===== config.mk =====
export PLATFORM = sky130hd
export DESIGN_NAME = tracer_flat
export DESIGN_NICKNAME = d
export VERILOG_FILES = /design/src/rtl/tracer_pkg.sv /design/src/rtl/tracer_if.sv /design/src/rtl/trace_packer.sv /design/src/rtl/tracer.sv /design/src/flat_wrapper.sv
export SDC_FILE = /design/constraint.sdc
export NUM_CORES = 1
export LEC_CHECK = 0
export ABC_CLOCK_PERIOD_IN_PS = 3350
export CAP_MARGIN = 10
export CORE_UTILIZATION = 51
export CTS_BUF_LIST = sky130_fd_sc_hd__clkbuf_16
export DETAILED_ROUTE_END_ITERATION = 7
export PLACE_DENSITY = 0.78
export SLEW_MARGIN = 40
export SYNTH_ARGS = -nofsm -noshare
export SYNTH_HDL_FRONTEND = slang
export SYNTH_SLANG_ARGS = --single-unit

===== constraint.sdc =====
create_clock -name CLK_I -period 3.35 [get_ports CLK_I]
set_clock_uncertainty 0.05 [all_clocks]
set_input_delay 1.005 -clock CLK_I [delete_from_list [all_inputs] [get_ports CLK_I]]
set_output_delay 1.005 -clock CLK_I [all_outputs]
set_load 0.01 [all_outputs]

===== src/rtl/tracer_pkg.sv =====
// Shared parameters, state type and lane helpers for the trace-buffer capture front end.
package tracer_pkg;

  localparam int TRB_WIDTH       = 32;
  localparam int TRB_MAX_TRACES  = 8;
  localparam int TRB_NTRACE_BITS = 2;

  localparam int POS_W    = $clog2(TRB_WIDTH);
  localparam int LOG2_MAX = $clog2(TRB_MAX_TRACES);
  localparam int CNT_W    = POS_W + 1;

  typedef enum logic [1:0] {
    CAPTURE,
    DONE,
    STREAM
  } tracer_state_t;

  // Lane-count exponent, clamped so n never exceeds the physical lane count.
  function automatic logic [TRB_NTRACE_BITS-1:0] clamp_log2n(
    input logic [TRB_NTRACE_BITS-1:0] ntrace
  );
    if (int'(ntrace) > LOG2_MAX) return TRB_NTRACE_BITS'(LOG2_MAX);
    return ntrace;
  endfunction

  function automatic int lane_count(input logic [TRB_NTRACE_BITS-1:0] log2n);
    return 1 << log2n;
  endfunction

  function automatic logic [TRB_MAX_TRACES-1:0] lane_mask(
    input logic [TRB_NTRACE_BITS-1:0] log2n
  );
    return ~({TRB_MAX_TRACES{1'b1}} << lane_count(log2n));
  endfunction

endpackage


===== src/rtl/tracer_if.sv =====
// Logger-facing bus of the tracer: capture inputs, store/stream outputs and the load handshake.
interface tracer_if;
  import tracer_pkg::*;

  logic                       mode_i;
  logic [TRB_NTRACE_BITS-1:0] ntrace_i;
  logic [TRB_MAX_TRACES-1:0]  trace_i;
  logic [TRB_MAX_TRACES-1:0]  trg_i;
  logic                       trg_delayed_i;
  logic                       store_perm_i;
  logic                       store_o;
  logic [TRB_WIDTH-1:0]       data_o;
  logic                       trg_event_o;
  logic [POS_W-1:0]           event_pos_o;
  logic                       overflow_o;
  logic                       load_request_o;
  logic                       load_grant_i;
  logic [TRB_WIDTH-1:0]       data_i;
  logic [TRB_MAX_TRACES-1:0]  stream_o;
  logic                       stream_valid_o;

  modport master (
    input  mode_i, ntrace_i, trace_i, trg_i, trg_delayed_i, store_perm_i,
           load_grant_i, data_i,
    output store_o, data_o, trg_event_o, event_pos_o, overflow_o,
           load_request_o, stream_o, stream_valid_o
  );

  modport slave (
    output mode_i, ntrace_i, trace_i, trg_i, trg_delayed_i, store_perm_i,
           load_grant_i, data_i,
    input  store_o, data_o, trg_event_o, event_pos_o, overflow_o,
           load_request_o, stream_o, stream_valid_o
  );

endinterface


===== src/rtl/trace_packer.sv =====
// Lane packer: writes the active lanes at bit offset pos, advances pos by n and flags the
// beat that fills the last bits of the word.
module trace_packer
  import tracer_pkg::*;
(
  input  logic                       clk,
  input  logic                       clear,
  input  logic                       en,
  input  logic [TRB_NTRACE_BITS-1:0] log2n,
  input  logic [TRB_MAX_TRACES-1:0]  lanes,
  output logic [POS_W-1:0]           pos_o,
  output logic                       complete_o,
  output logic [TRB_WIDTH-1:0]       word_o
);

  logic [POS_W-1:0]     pos_q, pos_d;
  logic [TRB_WIDTH-1:0] pack_q, pack_d;
  logic [POS_W:0]       pos_next;
  logic [TRB_WIDTH-1:0] beat_mask;

  always_comb begin
    // NOTE: every signal written here gets a value on every path, so no latch is inferred.
    beat_mask  = TRB_WIDTH'(lane_mask(log2n)) << pos_q;
    word_o     = (pack_q & ~beat_mask) | (TRB_WIDTH'(lanes) << pos_q);
    pos_next   = {1'b0, pos_q} + (POS_W+1)'(lane_count(log2n));
    complete_o = en && (pos_next == (POS_W+1)'(TRB_WIDTH));
    pos_d      = pos_q;
    pack_d     = pack_q;
    if (clear) begin
      pos_d  = '0;
      // NOTE: the pack register is cleared only to keep simulation deterministic; every bit
      // is rewritten before a word completes, so its content never leaks into a store.
      pack_d = '0;
    end else if (en) begin
      pos_d  = pos_next[POS_W-1:0];
      pack_d = word_o;
    end
  end

  // NOTE: non-blocking assignments so every flop samples pre-edge values.
  always_ff @(posedge clk) begin
    pos_q  <= pos_d;
    pack_q <= pack_d;
  end

  assign pos_o = pos_q;

endmodule


===== src/rtl/tracer.sv =====
// Trace-buffer front end: packs trace lanes into words for the logger in capture mode and
// unpacks logger words back onto the lanes in streaming mode.
module tracer
  import tracer_pkg::*;
(
  input  logic     CLK_I,
  input  logic     RST_I,
  tracer_if.master bus
);

  tracer_state_t              state_q, state_d;
  logic                       mode_q;
  logic [TRB_NTRACE_BITS-1:0] ntrace_q;

  logic                       store_q, store_d;
  logic [TRB_WIDTH-1:0]       data_q, data_d;
  logic                       trg_event_q, trg_event_d;
  logic                       trg_seen_q, trg_seen_d;
  logic [POS_W-1:0]           event_pos_q, event_pos_d;
  logic                       overflow_q, overflow_d;

  logic                       req_q, req_d;
  logic                       need_req_q, need_req_d;
  logic                       waiting_q, waiting_d;
  logic [TRB_WIDTH-1:0]       unpack_q, unpack_d;
  logic [CNT_W-1:0]           cnt_q, cnt_d;
  logic [TRB_MAX_TRACES-1:0]  stream_q, stream_d;
  logic                       valid_q, valid_d;

  logic                       clear;
  logic [TRB_NTRACE_BITS-1:0] log2n;
  logic [TRB_MAX_TRACES-1:0]  lmask;
  logic [CNT_W-1:0]           beats;
  logic                       trg_hit;
  logic [POS_W-1:0]           pos;
  logic                       complete;
  logic [TRB_WIDTH-1:0]       word;

  // A configuration change acts exactly like a reset cycle.
  assign clear   = RST_I || (bus.mode_i != mode_q) || (bus.ntrace_i != ntrace_q);
  assign log2n   = clamp_log2n(bus.ntrace_i);
  assign lmask   = lane_mask(log2n);
  assign beats   = CNT_W'(TRB_WIDTH >> log2n);
  assign trg_hit = |(bus.trg_i & lmask);

  trace_packer u_packer (
    .clk        (CLK_I),
    .clear      (clear),
    .en         (state_q == CAPTURE),
    .log2n      (log2n),
    .lanes      (bus.trace_i & lmask),
    .pos_o      (pos),
    .complete_o (complete),
    .word_o     (word)
  );

  always_comb begin
    state_d     = state_q;
    store_d     = 1'b0;
    data_d      = data_q;
    trg_event_d = trg_event_q;
    trg_seen_d  = trg_seen_q;
    event_pos_d = event_pos_q;
    overflow_d  = overflow_q;
    req_d       = 1'b0;
    need_req_d  = need_req_q;
    waiting_d   = waiting_q;
    unpack_d    = unpack_q;
    cnt_d       = cnt_q;
    stream_d    = '0;
    valid_d     = 1'b0;

    if (clear) begin
      state_d     = bus.mode_i ? STREAM : CAPTURE;
      data_d      = '0;
      trg_event_d = 1'b0;
      trg_seen_d  = 1'b0;
      event_pos_d = '0;
      overflow_d  = 1'b0;
      need_req_d  = bus.mode_i;
      waiting_d   = 1'b0;
      unpack_d    = '0;
      cnt_d       = '0;
    end else begin
      unique case (state_q)
        CAPTURE: begin
          if (trg_hit && !trg_seen_q) begin
            trg_seen_d  = 1'b1;
            event_pos_d = pos;
          end
          if (complete) begin
            if (bus.store_perm_i) begin
              store_d = 1'b1;
              data_d  = word;
            end else begin
              overflow_d = 1'b1;
            end
            // The trigger flag follows the word that holds the trigger beat, stored or not.
            if (trg_seen_q || trg_hit) trg_event_d = 1'b1;
          end
          if (bus.trg_delayed_i) state_d = DONE;
        end

        DONE: ;

        STREAM: begin
          if (cnt_q != '0) begin
            stream_d = unpack_q[TRB_MAX_TRACES-1:0] & lmask;
            valid_d  = 1'b1;
            unpack_d = unpack_q >> lane_count(log2n);
            cnt_d    = cnt_q - CNT_W'(1);
            if (cnt_q == CNT_W'(1)) begin
              req_d     = 1'b1;
              waiting_d = 1'b1;
            end
          end else if (waiting_q && bus.load_grant_i) begin
            stream_d  = bus.data_i[TRB_MAX_TRACES-1:0] & lmask;
            valid_d   = 1'b1;
            unpack_d  = bus.data_i >> lane_count(log2n);
            cnt_d     = beats - CNT_W'(1);
            waiting_d = 1'b0;
            if (beats == CNT_W'(1)) begin
              req_d     = 1'b1;
              waiting_d = 1'b1;
            end
          end else if (need_req_q) begin
            req_d      = 1'b1;
            waiting_d  = 1'b1;
            need_req_d = 1'b0;
          end
        end

        default: state_d = CAPTURE;
      endcase
    end
  end

  always_ff @(posedge CLK_I) begin
    state_q     <= state_d;
    mode_q      <= bus.mode_i;
    ntrace_q    <= bus.ntrace_i;
    store_q     <= store_d;
    data_q      <= data_d;
    trg_event_q <= trg_event_d;
    trg_seen_q  <= trg_seen_d;
    event_pos_q <= event_pos_d;
    overflow_q  <= overflow_d;
    req_q       <= req_d;
    need_req_q  <= need_req_d;
    waiting_q   <= waiting_d;
    unpack_q    <= unpack_d;
    cnt_q       <= cnt_d;
    stream_q    <= stream_d;
    valid_q     <= valid_d;
  end

  assign bus.store_o        = store_q;
  assign bus.data_o         = data_q;
  assign bus.trg_event_o    = trg_event_q;
  assign bus.event_pos_o    = event_pos_q;
  assign bus.overflow_o     = overflow_q;
  assign bus.load_request_o = req_q;
  assign bus.stream_o       = stream_q;
  assign bus.stream_valid_o = valid_q;

endmodule


===== src/flat_wrapper.sv =====
// flat-port wrapper written by rule: the top's interface ports become plain ports
module tracer_flat import tracer_pkg::*;
  (CLK_I, RST_I, bus_mode_i, bus_ntrace_i, bus_trace_i, bus_trg_i, bus_trg_delayed_i, bus_store_perm_i, bus_load_grant_i, bus_data_i, bus_store_o, bus_data_o, bus_trg_event_o, bus_event_pos_o, bus_overflow_o, bus_load_request_o, bus_stream_o, bus_stream_valid_o);
  tracer_if bus_i ();
  input  logic CLK_I;
  input  logic RST_I;
  input wire logic [$bits(bus_i.mode_i)-1:0] bus_mode_i;
  input wire logic [$bits(bus_i.ntrace_i)-1:0] bus_ntrace_i;
  input wire logic [$bits(bus_i.trace_i)-1:0] bus_trace_i;
  input wire logic [$bits(bus_i.trg_i)-1:0] bus_trg_i;
  input wire logic [$bits(bus_i.trg_delayed_i)-1:0] bus_trg_delayed_i;
  input wire logic [$bits(bus_i.store_perm_i)-1:0] bus_store_perm_i;
  input wire logic [$bits(bus_i.load_grant_i)-1:0] bus_load_grant_i;
  input wire logic [$bits(bus_i.data_i)-1:0] bus_data_i;
  output wire logic [$bits(bus_i.store_o)-1:0] bus_store_o;
  output wire logic [$bits(bus_i.data_o)-1:0] bus_data_o;
  output wire logic [$bits(bus_i.trg_event_o)-1:0] bus_trg_event_o;
  output wire logic [$bits(bus_i.event_pos_o)-1:0] bus_event_pos_o;
  output wire logic [$bits(bus_i.overflow_o)-1:0] bus_overflow_o;
  output wire logic [$bits(bus_i.load_request_o)-1:0] bus_load_request_o;
  output wire logic [$bits(bus_i.stream_o)-1:0] bus_stream_o;
  output wire logic [$bits(bus_i.stream_valid_o)-1:0] bus_stream_valid_o;
  assign bus_i.mode_i = bus_mode_i;
  assign bus_i.ntrace_i = bus_ntrace_i;
  assign bus_i.trace_i = bus_trace_i;
  assign bus_i.trg_i = bus_trg_i;
  assign bus_i.trg_delayed_i = bus_trg_delayed_i;
  assign bus_i.store_perm_i = bus_store_perm_i;
  assign bus_i.load_grant_i = bus_load_grant_i;
  assign bus_i.data_i = bus_data_i;
  assign bus_store_o = bus_i.store_o;
  assign bus_data_o = bus_i.data_o;
  assign bus_trg_event_o = bus_i.trg_event_o;
  assign bus_event_pos_o = bus_i.event_pos_o;
  assign bus_overflow_o = bus_i.overflow_o;
  assign bus_load_request_o = bus_i.load_request_o;
  assign bus_stream_o = bus_i.stream_o;
  assign bus_stream_valid_o = bus_i.stream_valid_o;
  tracer u_core (.CLK_I(CLK_I), .RST_I(RST_I), .bus(bus_i));
endmodule

==> flow_summary.json, run 1 <==
{
  "multi_input_area_um2": 5007,
  "p_per_area_nw_per_um2": 380.2,
  "drc": 0,
  "period_share_pct": 95.70,
  "drt-pass1-iter-count": 5,
  "seqPwrFrac_pct": 39.7,
  "end_kind": "flip-flop",
  "drv_cap": 0,
  "vias_per_cell": 6.109,
  "p_switching_mw": 1.031,
  "crit_chain": "dlygate4sd2_1, inv_1, ha_2, buf_4, buf_4, mux4_2, mux2i_1, mux2i_1, a32oi_1, nand2_1",
  "final_max_slew_viol_count": 0,
  "synth.distinct_cells": 73,
  "cts_tree": "built",
  "cts_root_buf": "clkbuf_16",
  "syn_inst": 924,
  "fin_cells": 1310,
  "finalCriticalPeriod_ns": 3.206,
  "port_buffers": 105,
  "max_stage_delay_ns": 0.57,
  "use_met1_pct": 42.58,
  "grt_util_met3_pct": 6.010,
  "drt_iter0_markers": 800,
  "path_depth": 10,
  "rsz0062_at_grt": "no",
  "fin_util_pct": 69.30,
  "wirelength_um": 24450,
  "fill_cells": 1216,
  "final_common_cell": "dfxtp_1",
  "finalSetupViolations": 0,
  "synth_edf_count": 3,
  "gp_congestion": 0.9337,
  "synth_ff_type": "dfxtp_1",
  "r2r_setup_slack_ns": 0.62,
  "first_global_vias": 7465,
  "synth_nets": 996,
  "synth_xor_xnor_area_share_pct": 0.9704,
  "timing.rr.end": "u_core.unpack_q[24]",
  "syn-cell-area_um2": 8123,
  "worstSetupPathType": "in -> reg",
  "pwr-share-clk_pct": 44.7,
  "h-tree-depth": 4,
  "wire_per_inst_um": 18.66,
  "num_rows": 45,
  "grt_antenna_before_repair": 0,
  "antenna_cells": 0,
  "synthAdderAreaFrac_pct": 2.465,
  "hold_buffers": 0,
  "numPlacedInstances": 1277,
  "nets": 1159,
  "critPathLaunch": "bus_ntrace_i[1]",
  "leakagePower_nw": 4.136,
  "core-area_um2": 15370,
  "ys_warn_count": 0,
  "crit_end": "u_core.unpack_q[9]",
  "grt_pass1_wl_um": 39050,
  "clkTransAtPathRegs_ns": 0.06,
  "muxShareOfSynthArea_pct": 21.15,
  "hpwl_um": 17660,
  "rr_startpoint": "u_core.cnt_q[0]",
  "synth-simple-area-share_pct": 16.10,
  "slowest_stage": "mux4_2",
  "seq_area_um2": 2693,
  "cp_num_buf_inv": 4,
  "grt_busiest_layer": "met2",
  "grtUsageMet2_pct": 47.69,
  "worstRegToRegCells": 9,
  "postRouteAntennaNets": 0,
  "outcome": "finished, final reports clean",
  "start_util_pct": 52.84,
  "setup_tns_ns": 0,
  "grt_overflow": 0,
  "peakVddDrop_mv": 0.3852,
  "fmax_ghz": 0.3119,
  "io-pin-count": 106,
  "synth_top_family_by_area": "multiplexers",
  "grt_usage_pct": 30.73,
  "die_h_um": 128.2,
  "p_comb_share_pct": 15.6,
  "clk_latency_ns": 0.42,
  "whs_ns": 0.4155,
  "crit_family": "multiplexers",
  "cts_made_buffers": 17,
  "async_flop_share_pct": 0,
  "path_max_fanout": 11,
  "vias": 8003,
  "max_slew_margin_pct": 55.44,
  "synth-seq-cells": 133,
  "die_w_um": 128.2,
  "finalHoldViolations": 0,
  "p_int_mw": 3.019,
  "min_path_type": "reg -> reg",
  "crit_arrival_ns": 3.45,
  "final_cell_mix": "dfxtp_1 (130), nor2_1 (119), buf_4 (110)",
  "clock_sinks": 133,
  "grt_max_degree": 75,
  "synth_area_per_cell_um2": 8.791,
  "cp.required_ns": 3.60,
  "p_sw_share_pct": 25.47,
  "crit_path_start_kind": "input pin",
  "cts_buffer_depth": 2,
  "yosysSeqAreaShare_pct": 33.15,
  "max_slew.worst_pin.slew_ns": 0.6659,
  "synth_compound_area_share_pct": 20.27,
  "drive_gt1_share_pct": 19.11,
  "die-area_um2": 16440,
  "syn_to_final_growth_pct": 31.13
}
-- metrics by stage --
step | instance area (µm²) | worst slack [ns] | power (mW)
5_1_grt | 10650 | 0.007278 | 4.188
2_1_floorplan | 8139 | 0.01675 | 1.990
3_5_place_dp | 10020 | -0.4751 | 2.256
4_1_cts | 10650 | 0.1920 | 4.053
6_report | 10650 | 0.1441 | 4.050
3_3_place_gp | 10020 | -0.3766 | 2.249
-- what timing repair did --
| item | 4_1_cts | 5_1_grt |
|---|---|---|
| pin swaps | 1 | 0 |
| setup buffers | 1 | 0 |
| resized for setup | 5 | 1 |
| gates cloned | 1 | 0 |
| endpoints found under the setup margin | 22 | 1 |
-- power groups by stage --
stage	clock (mW)	combinational (mW)	sequential, mW
after global placement	0	0.608	1.64
final	1.81	0.631	1.61
after floorplan	0	0.351	1.64
after detailed placement	0	0.615	1.64
after CTS	1.83	0.620	1.61
after global routing	1.91	0.673	1.61
-- layout make-up --
class                   count  area share (%)
inverters                  21          0.7400
multi-input cells         691           47.01
clock inverters            13           1.092
clock buffers              18           4.229
well taps                 211           2.479
flip-flops and latches    133           25.28
repair buffers            223           19.17
-- worst register-to-register path, cell delays in order, from the launching register on --
cell and delay, ns:
dfxtp_1 0.36, inv_1 0.09, ha_1 0.25, and2_4 0.44
buf_4 0.26, mux4_2 0.53, mux2i_1 0.25, mux2i_1 0.15
a22oi_1 0.18, nor2_1 0.05
-- layer usage --
| metal | vias up | share of wire, % |
|---|---|---|
| met2 | 391 | 46 |
| met1 | 3822 | 44 |
| met5 | - | 0 |
| li1 | 3751 | - |
| met3 | 39 | 8.7 |
| met4 | 0 | 1.8 |
-- logic make-up (layout without fill, tap and decap cells) --
family | after synthesis | in the layout
and+or+nand+nor | 293 | 293
AOI/OAI and AO/OA | 243 | 243
DFF | 133 | 133
muxes | 130 | 130
buffers and inverters | 100 | 275
adders and majority gates | 16 | 16
xor gates and xnor gates | 9 | 9
-- worst min-delay path by stage --
stage / cells past startpoint / endpoint / slack [ns] / startpoint
after global placement: 2 / u_core.u_packer.pack_q[0] / 0.40 / u_core.u_packer.pack_q[0]
after floorplan: 2 / u_core.u_packer.pack_q[0] / 0.39 / u_core.u_packer.pack_q[0]
final: 2 / u_core.u_packer.pack_q[23] / 0.42 / u_core.u_packer.pack_q[23]
after global routing: 2 / u_core.u_packer.pack_q[31] / 0.43 / u_core.u_packer.pack_q[31]
after CTS: 2 / u_core.u_packer.pack_q[15] / 0.42 / u_core.u_packer.pack_q[15]
after detailed placement: 1 / u_core.bus.trg_event_o / 0.40 / u_core.bus.trg_event_o
-- synth_stat cells (17+ instances only) --
library cell | instances | area [µm²]
a211oi_1 | 45 | 337.8
a21oi_1 | 42 | 210.2
a22oi_1 | 20 | 150.1
buf_2 | 21 | 105.1
clkbuf_1 | 46 | 172.7
dfxtp_1 | 130 | 2603
inv_1 | 17 | 63.81
mux2i_1 | 82 | 820.8
mux4_2 | 30 | 675.7
nand2_1 | 88 | 330.3
nand3_1 | 35 | 175.2
nor2_1 | 119 | 446.7
o21ai_0 | 36 | 180.2
-- sequential cells by signal (all words and copies together) (netlist names), 2 cells and up, named ones only --
signal and cells:
u_core.u_packer.pack_q 32, u_core.ntrace_q 2, u_core.bus.data_o 32, u_core.state_q 2, u_core.cnt_q 6, u_core.unpack_q 31, u_core.bus.event_pos_o 5, u_core.bus.stream_o 8
u_core.u_packer.pos_o 5
Note: power is estimated with default switching activity, not from simulation.
==> run 2: changes to the inputs <==
--- a/config.mk
+++ b/config.mk
@@ -15,3 +15,4 @@
 export SYNTH_ARGS = -nofsm -noshare
 export SYNTH_HDL_FRONTEND = slang
 export SYNTH_SLANG_ARGS = --single-unit
+export TNS_END_PERCENT = 20
==> results of run 2 <==
No change in the layout: final DEF, timing and power equal those of run 1.
